[src/rtl/pipe_pkg.sv]
// Shared types and constants for the EX stage: ALU op codes, FSM states,
// the registered output bundle and the single-cycle ALU function.
package pipe_pkg;

  localparam int DATA_W   = 16;
  localparam int REG_W    = 4;
  localparam int MUL_ITER = 16;
  localparam int CNT_W    = $clog2(MUL_ITER);

  typedef enum logic [3:0] {
    OP_ADD = 4'd0,
    OP_SUB = 4'd1,
    OP_AND = 4'd2,
    OP_OR  = 4'd3,
    OP_XOR = 4'd4,
    OP_SLL = 4'd5,
    OP_SRL = 4'd6,
    OP_SLT = 4'd7,
    OP_MUL = 4'd8
  } alu_op_e;

  typedef enum logic [1:0] {
    IDLE     = 2'd0,
    MUL_BUSY = 2'd1,
    MUL_DONE = 2'd2
  } ex_state_e;

  typedef struct packed {
    logic                stall;
    logic [DATA_W-1:0]   result;
    logic [DATA_W-1:0]   lsadr;
    logic [2*DATA_W-1:0] store_data;
    logic                mem_read;
    logic                mem_write;
    logic                reg_dst;
    logic                mem_to_reg;
    logic                reg_write;
    logic [REG_W-1:0]    rs;
    logic [REG_W-1:0]    rt;
    logic [REG_W-1:0]    rd;
  } ex_out_t;

  // MUL and unused codes yield 0 here; the product comes from mul_iter16.
  function automatic logic [DATA_W-1:0] alu_compute(input logic [3:0]        op,
                                                    input logic [DATA_W-1:0] a,
                                                    input logic [DATA_W-1:0] b);
    logic [DATA_W-1:0] r;
    r = '0;
    case (alu_op_e'(op))
      OP_ADD:  r = a + b;
      OP_SUB:  r = a - b;
      OP_AND:  r = a & b;
      OP_OR:   r = a | b;
      OP_XOR:  r = a ^ b;
      OP_SLL:  r = a << b[3:0];
      OP_SRL:  r = a >> b[3:0];
      OP_SLT:  r = {{(DATA_W-1){1'b0}}, ($signed(a) < $signed(b))};
      default: r = '0;
    endcase
    return r;
  endfunction

endpackage

[src/rtl/mul_iter16.sv]
// Iterative shift-add multiplier: one multiplier bit per cycle, low 16 bits
// of the unsigned product. `done` marks the cycle of the final iteration.
module mul_iter16
  import pipe_pkg::*;
(
  input  logic              clk,
  input  logic              rst_n,
  input  logic              start,
  input  logic [DATA_W-1:0] multiplicand_in,
  input  logic [DATA_W-1:0] multiplier_in,
  output logic              done,
  output logic [DATA_W-1:0] product
);

  logic              active_q, active_d;
  logic [CNT_W-1:0]  cnt_q, cnt_d;
  logic [DATA_W-1:0] acc_q, acc_d;
  logic [DATA_W-1:0] mcand_q, mcand_d;
  logic [DATA_W-1:0] mplier_q, mplier_d;

  assign done    = active_q && (cnt_q == CNT_W'(MUL_ITER - 1));
  assign product = acc_q;

  // NOTE: every always_comb output gets a default first, so no latch is inferred.
  always_comb begin
    active_d = active_q;
    cnt_d    = cnt_q;
    acc_d    = acc_q;
    mcand_d  = mcand_q;
    mplier_d = mplier_q;
    if (start) begin
      active_d = 1'b1;
      cnt_d    = '0;
      acc_d    = '0;
      mcand_d  = multiplicand_in;
      mplier_d = multiplier_in;
    end else if (active_q) begin
      if (mplier_q[0]) acc_d = acc_q + mcand_q;
      mcand_d  = mcand_q << 1;
      mplier_d = mplier_q >> 1;
      cnt_d    = cnt_q + 1'b1;
      if (done) active_d = 1'b0;
    end
  end

  // NOTE: sequential state uses non-blocking assignments only; reset is sampled on the clock edge.
  always_ff @(posedge clk) begin
    if (!rst_n) begin
      active_q <= 1'b0;
      cnt_q    <= '0;
      acc_q    <= '0;
      mcand_q  <= '0;
      mplier_q <= '0;
    end else begin
      active_q <= active_d;
      cnt_q    <= cnt_d;
      acc_q    <= acc_d;
      mcand_q  <= mcand_d;
      mplier_q <= mplier_d;
    end
  end

endmodule

[src/rtl/execute_stage.sv]
// EX pipeline stage: single-cycle ALU and address generation, plus a
// 16-iteration multiply that raises `busy` and emits bubbles while running.
module execute_stage
  import pipe_pkg::*;
(
  input  logic                clk,
  input  logic                rst_n,
  input  logic                stall_in,
  input  logic [DATA_W-1:0]   operand_a,
  input  logic [DATA_W-1:0]   operand_b,
  input  logic [DATA_W-1:0]   imm,
  input  logic [3:0]          alu_op,
  input  logic                alu_src,
  input  logic [2*DATA_W-1:0] store_data_in,
  input  logic                MemRead_in,
  input  logic                MemWrite_in,
  input  logic                RegDst_in,
  input  logic                MemtoReg_in,
  input  logic                RegWrite_in,
  input  logic [REG_W-1:0]    rs_in,
  input  logic [REG_W-1:0]    rt_in,
  input  logic [REG_W-1:0]    rd_in,
  output logic                busy,
  output logic                stall_out,
  output logic [DATA_W-1:0]   result_out,
  output logic [DATA_W-1:0]   lsadr_out,
  output logic [2*DATA_W-1:0] store_data_out,
  output logic                MemRead_out,
  output logic                MemWrite_out,
  output logic                RegDst_out,
  output logic                MemtoReg_out,
  output logic                RegWrite_out,
  output logic [REG_W-1:0]    rs_out,
  output logic [REG_W-1:0]    rt_out,
  output logic [REG_W-1:0]    rd_out
);

  ex_state_e         state_q, state_d;
  logic              busy_q, busy_d;
  ex_out_t           out_q, out_d;
  ex_out_t           held_q, held_d;   // MUL control/indices awaiting the product
  ex_out_t           fresh;
  logic [DATA_W-1:0] b_val;
  logic              mul_start, mul_done;
  logic [DATA_W-1:0] mul_product;

  mul_iter16 u_mul (
    .clk             (clk),
    .rst_n           (rst_n),
    .start           (mul_start),
    .multiplicand_in (operand_a),
    .multiplier_in   (b_val),
    .done            (mul_done),
    .product         (mul_product)
  );

  always_comb begin
    b_val            = alu_src ? imm : operand_b;
    fresh            = '0;
    fresh.result     = alu_compute(alu_op, operand_a, b_val);
    fresh.lsadr      = operand_a + imm;
    fresh.store_data = store_data_in;
    fresh.mem_read   = MemRead_in;
    fresh.mem_write  = MemWrite_in;
    fresh.reg_dst    = RegDst_in;
    fresh.mem_to_reg = MemtoReg_in;
    fresh.reg_write  = RegWrite_in;
    fresh.rs         = rs_in;
    fresh.rt         = rt_in;
    fresh.rd         = rd_in;

    state_d   = state_q;
    busy_d    = busy_q;
    out_d     = out_q;
    held_d    = held_q;
    mul_start = 1'b0;

    case (state_q)
      IDLE: begin
        if (stall_in || (alu_op == OP_MUL)) begin
          out_d.stall     = 1'b1;
          out_d.reg_write = 1'b0;
          out_d.mem_read  = 1'b0;
          out_d.mem_write = 1'b0;
        end else begin
          out_d = fresh;
        end
        if (!stall_in && (alu_op == OP_MUL)) begin
          held_d    = fresh;
          mul_start = 1'b1;
          busy_d    = 1'b1;
          state_d   = MUL_BUSY;
        end
      end
      MUL_BUSY: begin
        if (mul_done) state_d = MUL_DONE;
      end
      MUL_DONE: begin
        out_d        = held_q;
        out_d.result = mul_product;
        busy_d       = 1'b0;
        state_d      = IDLE;
      end
      default: state_d = IDLE;
    endcase
  end

  always_ff @(posedge clk) begin
    if (!rst_n) begin
      state_q     <= IDLE;
      busy_q      <= 1'b0;
      out_q       <= '0;
      out_q.stall <= 1'b1;
      held_q      <= '0;
    end else begin
      state_q <= state_d;
      busy_q  <= busy_d;
      out_q   <= out_d;
      held_q  <= held_d;
    end
  end

  assign busy           = busy_q;
  assign stall_out      = out_q.stall;
  assign result_out     = out_q.result;
  assign lsadr_out      = out_q.lsadr;
  assign store_data_out = out_q.store_data;
  assign MemRead_out    = out_q.mem_read;
  assign MemWrite_out   = out_q.mem_write;
  assign RegDst_out     = out_q.reg_dst;
  assign MemtoReg_out   = out_q.mem_to_reg;
  assign RegWrite_out   = out_q.reg_write;
  assign rs_out         = out_q.rs;
  assign rt_out         = out_q.rt;
  assign rd_out         = out_q.rd;

endmodule

[config.mk]
export PLATFORM = sky130hd
export DESIGN_NAME = execute_stage
export DESIGN_NICKNAME = d
export VERILOG_FILES = /design/src/rtl/pipe_pkg.sv /design/src/rtl/mul_iter16.sv /design/src/rtl/execute_stage.sv
export SDC_FILE = /design/constraint.sdc
export NUM_CORES = 1
export LEC_CHECK = 0
export CORE_MARGIN = 2
export CORE_UTILIZATION = 60
export DETAILED_ROUTE_END_ITERATION = 16
export GPL_TIMING_DRIVEN = 0
export PLACE_DENSITY_LB_ADDON = 0.2
export REMOVE_ABC_BUFFERS = 1
export SETUP_SLACK_MARGIN = 0.02
export SLEW_MARGIN = 30
export SYNTH_ARGS = -nofsm -noshare
export SYNTH_HDL_FRONTEND = slang
export SYNTH_SLANG_ARGS = --single-unit
[constraint.sdc]
create_clock -name clk -period 10.9 [get_ports clk]
set_clock_uncertainty 0.15 [all_clocks]
set_input_delay 2.18 -clock clk [delete_from_list [all_inputs] [get_ports clk]]
set_output_delay 2.18 -clock clk [all_outputs]
set_load 0.005 [all_outputs]
==> impl_metrics.py, run 1 <==
metrics = {
    "power": {
        "ir_worst_vdd_v": 0.0000804,
        "leakage_uw": 0.00628,
        "powerDensity_nw_per_um2": 129,
    },
    "clock_tree": {
        "clk_pin_slew_worst_paths_ps": 60,
        "cts_resized": 0,
        "tritoncts.num_buffers": 23,
        "cts_root_buffer": "clkbuf_16",
        "hold_buffers": 0,
        "cts-htree-levels": 1,
        "worstSkewPairLatency_ps": 510,
        "clock_path_buffers": 3,
        "cts_setup_buffers": 0,
        "numClockSinks": 203,
        "clock_tree_from_tritoncts": "built",
    },
    "die": {
        "rows": 53,
        "core_area_um2": 21200,
        "initial_core_utilization_pct": 61.5,
        "fp.dieArea_um2": 23000,
        "die_h_um": 152,
        "ioPinCount": 188,
        "die_x_um": 152,
    },
    "synthesis": {
        "synthesis.area_um2": 13100,
        "synth_top_area_cell": "dfxtp_1",
        "synth-seq-area-share_pct": 31.1,
        "syn_avg_cell_area_um2": 7.72,
        "yosys_register_bits": 203,
        "ys_types": 76,
        "syn-instance-count": 1692,
        "synth_common_cells": "nand2_1, dfxtp_1, nor2_1, a21oi_1, clkbuf_1",
        "async_reset_ff_share_pct": 0,
        "number_of_enable_type_register_cells_in_the_synthesized_netlist": 0,
        "synth_warn": 0,
        "ys.flop_type": "dfxtp_1",
        "post_synth_main_area_contributors": "dfxtp_1, ha_1, nand2_1, a21oi_1, mux2i_1",
        "synth_top_area_share_pct": 31.1,
        "most_instantiated_library_cell_after_synthesis": "nand2_1",
    },
    "status": {
        "status": "finished clean",
    },
    "worst_setup_path": {
        "crit_arrival_ps": 6970,
        "path_class": "primary input to register",
        "critical_path.cell_chain": "buf_2, mux2i_4, inv_4, ha_1, fa_1, a211o_1, a21oi_1, a21oi_1, a31oi_1, o21ai_0, mux2i_1, a221oi_1, a2111oi_0",
        "critPathMaxFanout": 26,
        "critPathRequiredTime_ps": 11140,
        "worstSetupStartpointType": "primary input",
        "cpMostUsedCell": "a21oi_1",
        "critical_path.slowest_cell": "mux2i_4",
        "critical_path.endpoint_type": "register",
        "cp_num_buf_inv": 2,
        "critical_path.max_stage_delay_ps": 840,
        "critPathTopFamily": "compound AO/OA/AOI/OAI gates",
    },
    "final_layout": {
        "area.growth.synth_to_final_pct": 23.4,
        "drive_gt1_share_pct": 5.90,
        "fillers": 1588,
        "insertedDiodeCount": 0,
        "finish.net_count": 2013,
        "final_util_pct": 75.9,
    },
    "worst_hold_path": {
        "hold_path.class": "register to register",
    },
    "global_route": {
        "first_global_vias": 12600,
        "initial_antenna_violation_count": 0,
        "largest_net_degree_at_the_start_of_global_routing": 113,
        "globalRouteTotalUtil_pct": 36.0,
        "grt_pass1_wl_mm": 65.6,
        "gr_overflow_total": 0,
    },
    "drt": {
        "remaining_number_of_nets_flagged_by_the_antenna_check_after_routing": 0,
        "drt_drc_violations_left": 0,
        "dr_total_vias": 13600,
        "drt_pre_antenna_iters": 6,
        "routed_wirelength_mm": 43.1,
        "route.detailed.wl_per_inst_um": 20.4,
        "vias_per_cell": 6.47,
        "drt_first_iter_violations": 1261,
    },
    "sta": {
        "finalCriticalPeriod_ps": 6720,
        "report.final.setup_viol": 0,
        "maxSlewViolCount": 0,
        "slew_headroom_pct": 40.6,
        "timing_hold_violations_final": 0,
        "worst_hold_slack_ps": 304,
        "timing.final.crit_share_pct": 61.7,
        "grt_setup_unrepaired": "false",
        "clock.fmax_mhz": 149,
        "timing_worst_slew_pin_value_ps": 889,
    },
    "placed_design": {
        "placement.io_buffers": 187,
        "finalWeightedCongestion": 1.01,
        "dp_hpwl_mm": 30.3,
    },
    "job": {
        "max_cap_viol_count": 0,
    },
}
final cells by class:
cell class	count	area, um2	share of cell area, %
clock inverter	8	143	0.885
tap	275	344	2.14
sequential	203	4070	25.2
timing repair buffer	224	2280	14.1
clock buffer	32	681	4.22
multi-input combinational	1300	8350	51.8
inverter	64	250	1.55
worst paths after layout:
check,start,end,slack (ps),cells past startpoint
setup / recovery,alu_src,result_out[14]$_SDFFE_PN0P_,4180,13
hold reg to reg,held_q[11]$_SDFFE_PN0P_,held_q[11]$_SDFFE_PN0P_,300,2
hold / removal,held_q[11]$_SDFFE_PN0P_,held_q[11]$_SDFFE_PN0P_,300,2
setup reg to reg,state_q[0]$_SDFFE_PN0P_,result_out[13]$_SDFFE_PN0P_,7620,9
metrics by stage:
| stage | cells | cell area (um2) | setup TNS, ps | setup WS (ps) | power [uW] |
|---|---|---|---|---|---|
| 2_1_floorplan | 1567 | 12600 | 0 | 887 | 1050 |
| 3_3_place_gp | 2029 | 14800 | -317500 | -4600 | 1240 |
| 3_5_place_dp | 2066 | 15300 | 0 | 3820 | 1250 |
| 4_1_cts | 2106 | 16100 | 0 | 4350 | 2080 |
| 5_1_grt | 2106 | 16100 | 0 | 4000 | 2160 |
| 6_report | 2106 | 16100 | 0 | 4180 | 2090 |
metal layers:
layer | vias up | wire length [um] | share of wire, % | global-route usage (%)
li1 | 6381 | - | - | -
met1 | 6343 | 17300 | 40 | 47.2
met2 | 753 | 19500 | 45 | 58.3
met3 | 148 | 4280 | 9.9 | 5.84
met4 | 0 | 1950 | 4.5 | 16.3
met5 | - | 0 | 0 | 0
tightest hold or removal path, delay by kind of cell (launching register included):
| family | cells | cell delay (ps) |
|---|---|---|
| flops | 1 | 310 |
| simple gates | 1 | 50 |
| compound gates | 1 | 50 |
registers in the layout, indices dropped and copies added (netlist names), 2 cells and up:
| register | flops |
|---|---|
| held_q | 65 |
| u_mul.mcand_q | 16 |
| u_mul.cnt_q | 4 |
| rs_out | 4 |
| u_mul.mplier_q | 16 |
| store_data_out | 32 |
| rd_out | 4 |
| rt_out | 4 |
| result_out | 16 |
| state_q | 2 |
| u_mul.product | 16 |
| lsadr_out | 16 |
kinds of logic (layout without fill, tap and decap cells):
family          Yosys count  in the layout  share of synthesized area (%)
buf+inv                 189            328                           5.67
simple gates            595            595                           19.8
compound gates          513            513                           26.3
mux                      76             76                           6.41
flops                   203            203                           31.1
fa+ha+maj                92             92                           9.05
xor+xnor                 24             24                           1.61
report_power, final:
group          switching (uW)  internal (uW)  total [uW]  leakage (uW)
Clock                     307            528         835      0.000404
Sequential               18.7            773         791       0.00166
Combinational             259            200         459       0.00422
Total                     585           1500        2090       0.00628
cells in the final DEF, fill, tap and decap left out, types with 32 or more instances in the layout:
cell	n
nor3_1	32
clkdlybuf4s50_1	185
dfxtp_1	202
inv_1	61
nand2_1	267
nor2_1	176
ha_1	88
mux2i_1	66
a211oi_1	62
a21oi_1	157
o21ai_0	70
a311oi_1	41
(Power assumes the default switching activity.)
==> run 2: changes to the inputs <==
- CORE_UTILIZATION: 60 -> 56
- clock period: 10.9 -> 6.44 ns (I/O delays scaled with it)
==> impl_metrics.py, run 2 (synthesis results as in run 1) <==
metrics = {
    "clock_tree": {
        "cts_resized": 0,
        "numClockSinks": 203,
        "clock_path_buffers": 3,
        "clk_pin_slew_worst_paths_ps": 60,
        "cts_setup_buffers": 0,
        "tritoncts.num_buffers": 22,
        "cts-htree-levels": 1,
        "hold_buffers": 0,
        "cts_root_buffer": "clkbuf_16",
        "clock_tree_from_tritoncts": "built",
        "worstSkewPairLatency_ps": 520,
    },
    "drt": {
        "remaining_number_of_nets_flagged_by_the_antenna_check_after_routing": 0,
        "routed-wl-met2_mm": 19.5,
        "wl_met3_mm": 3.31,
        "wl_met1_mm": 18.5,
        "dr_total_vias": 13500,
        "topRoutingLayerUsed": "met4",
        "drt_pre_antenna_iters": 6,
        "drt_first_iter_violations": 1177,
        "route.detailed.wl_per_inst_um": 20.1,
        "vias_per_cell": 6.29,
        "drt_drc_violations_left": 0,
        "routed_wirelength_mm": 43.1,
    },
    "sta": {
        "maxSlewViolCount": 0,
        "timing.final.crit_share_pct": 93.4,
        "grt_setup_unrepaired": "false",
        "slew_headroom_pct": 32.5,
        "finalCriticalPeriod_ps": 6010,
        "layout_setup_ws_ps": 426,
        "tns_ps": 0,
        "report.final.setup_viol": 0,
        "clock.fmax_mhz": 166,
        "timing_hold_violations_final": 0,
        "timing_worst_slew_pin_value_ps": 984,
    },
    "global_route": {
        "grt_pass1_wl_mm": 67.1,
        "first_global_vias": 12600,
        "largest_net_degree_at_the_start_of_global_routing": 116,
        "initial_antenna_violation_count": 0,
        "gr_overflow_total": 0,
        "globalRouteTotalUtil_pct": 34.2,
    },
    "placed_design": {
        "placement.io_buffers": 187,
        "preCtsSetupSlack_ps": 26.6,
        "finalWeightedCongestion": 1.01,
        "dp_hpwl_mm": 31.2,
    },
    "worst_setup_path": {
        "crit_arrival_ps": 6260,
        "critPathRequiredTime_ps": 6690,
        "path_class": "primary input to register",
        "reg2reg_from": "state_q[0]$_SDFFE_PN0P_",
        "timing.reg2reg.worst_path_depth": 8,
        "critPathMaxFanout": 26,
        "worstSetupStartpointType": "primary input",
        "regToRegEndpoint": "result_out[13]$_SDFFE_PN0P_",
        "critical_path.endpoint_type": "register",
        "regToRegSetupSlack_ps": 3050,
    },
    "final_layout": {
        "largest_register_ffs": 65,
        "drive_gt1_share_pct": 5.79,
        "area.growth.synth_to_final_pct": 23.7,
        "finish.net_count": 2011,
        "largest_register": "held_q",
        "insertedDiodeCount": 0,
        "fillers": 1852,
        "final_common_cell": "nand2_1",
        "mostFrequentLayoutCells": "nand2_1, dfxtp_1, clkdlybuf4s50_1, nor2_1, a21oi_1",
    },
    "die": {
        "rows": 55,
        "core_area_um2": 22800,
        "fp.dieArea_um2": 24600,
        "die_x_um": 157,
        "die_h_um": 157,
        "initial_core_utilization_pct": 57.3,
        "ioPinCount": 188,
    },
    "status": {
        "status": "finished clean",
    },
    "worst_hold_path": {
        "min_delay_path_depth": 2,
        "timing.hold.worst.start": "held_q[37]$_SDFFE_PN0P_",
        "hold_path.class": "register to register",
        "hold-path-endpoint": "held_q[37]$_SDFFE_PN0P_",
    },
    "job": {
        "max_cap_viol_count": 0,
    },
    "power": {
        "leakage_uw": 0.00628,
        "powerDensity_nw_per_um2": 217,
        "ir_worst_vdd_v": 0.000154,
    },
}
==> run 2: cell types whose count changed in the layout (fill, tap and decap cells not counted), sizes merged <==
cell	change
buf	-1
clkbuf	-1
clkinv	+2
clkinvlp	-1
==> run 2: cell type report <==
cell class / instances / area [um2] / area share [%]
clock buffers: 31 / 646 / 4.00
clock inverters: 9 / 156 / 0.968
inverters: 64 / 250 / 1.55
multi-input cells: 1300 / 8350 / 51.7
flip-flops and latches: 203 / 4070 / 25.2
well taps: 313 / 392 / 2.42
repair buffers: 223 / 2300 / 14.2
==> run 2: power by group <==
part	total, uW	internal [uW]	switching, uW
clock	1390	861	531
sequential	1340	1310	31.1
combinational	780	343	438
==> run 2: worst max-delay path by stage <==
stage                     startpoint  depth (start not counted)                             end  slack, ps
after floorplan            alu_op[0]                          4         held_q[57]$_SDFFE_PN0P_      -2680
after global placement     alu_op[3]                          4  u_mul.mplier_q[8]$_SDFFE_PN0P_      -8080
after detailed placement     alu_src                         13     result_out[14]$_SDFFE_PN0P_         30
after CTS                    alu_src                         13     result_out[14]$_SDFFE_PN0P_        530
after global routing         alu_src                         13     result_out[14]$_SDFFE_PN0P_        200
final                        alu_src                         13     result_out[14]$_SDFFE_PN0P_        430
==> run 2: per-stage QoR <==
stage	area, um2	util (%)	hold slack (ps)	power (uW)	cells
2_1_floorplan	12600	-	286	1780	1567
3_3_place_gp	14800	65.1	291	2110	2067
3_5_place_dp	15400	67.4	297	2130	2103
4_1_cts	16200	70.9	305	3510	2143
5_1_grt	16200	70.9	323	3640	2143
6_report	16200	70.9	305	3510	2143
==> run 2: worst max-delay path, stage by stage <==
cell,delay (ps)
buf_2,510
mux2i_4,920
inv_4,350
ha_1,420
fa_1,500
a211o_1,280
a21oi_1,270
a21oi_1,180
a31oi_1,470
o21ai_0,250
mux2i_1,270
a221oi_1,130
a2111oi_0,380
==> run 2: layer usage <==
layer,vias up,global-route usage [%]
met5,-,0
met2,629,56.4
met1,6339,45.4
met4,0,12.8
li1,6389,-
met3,128,4.93
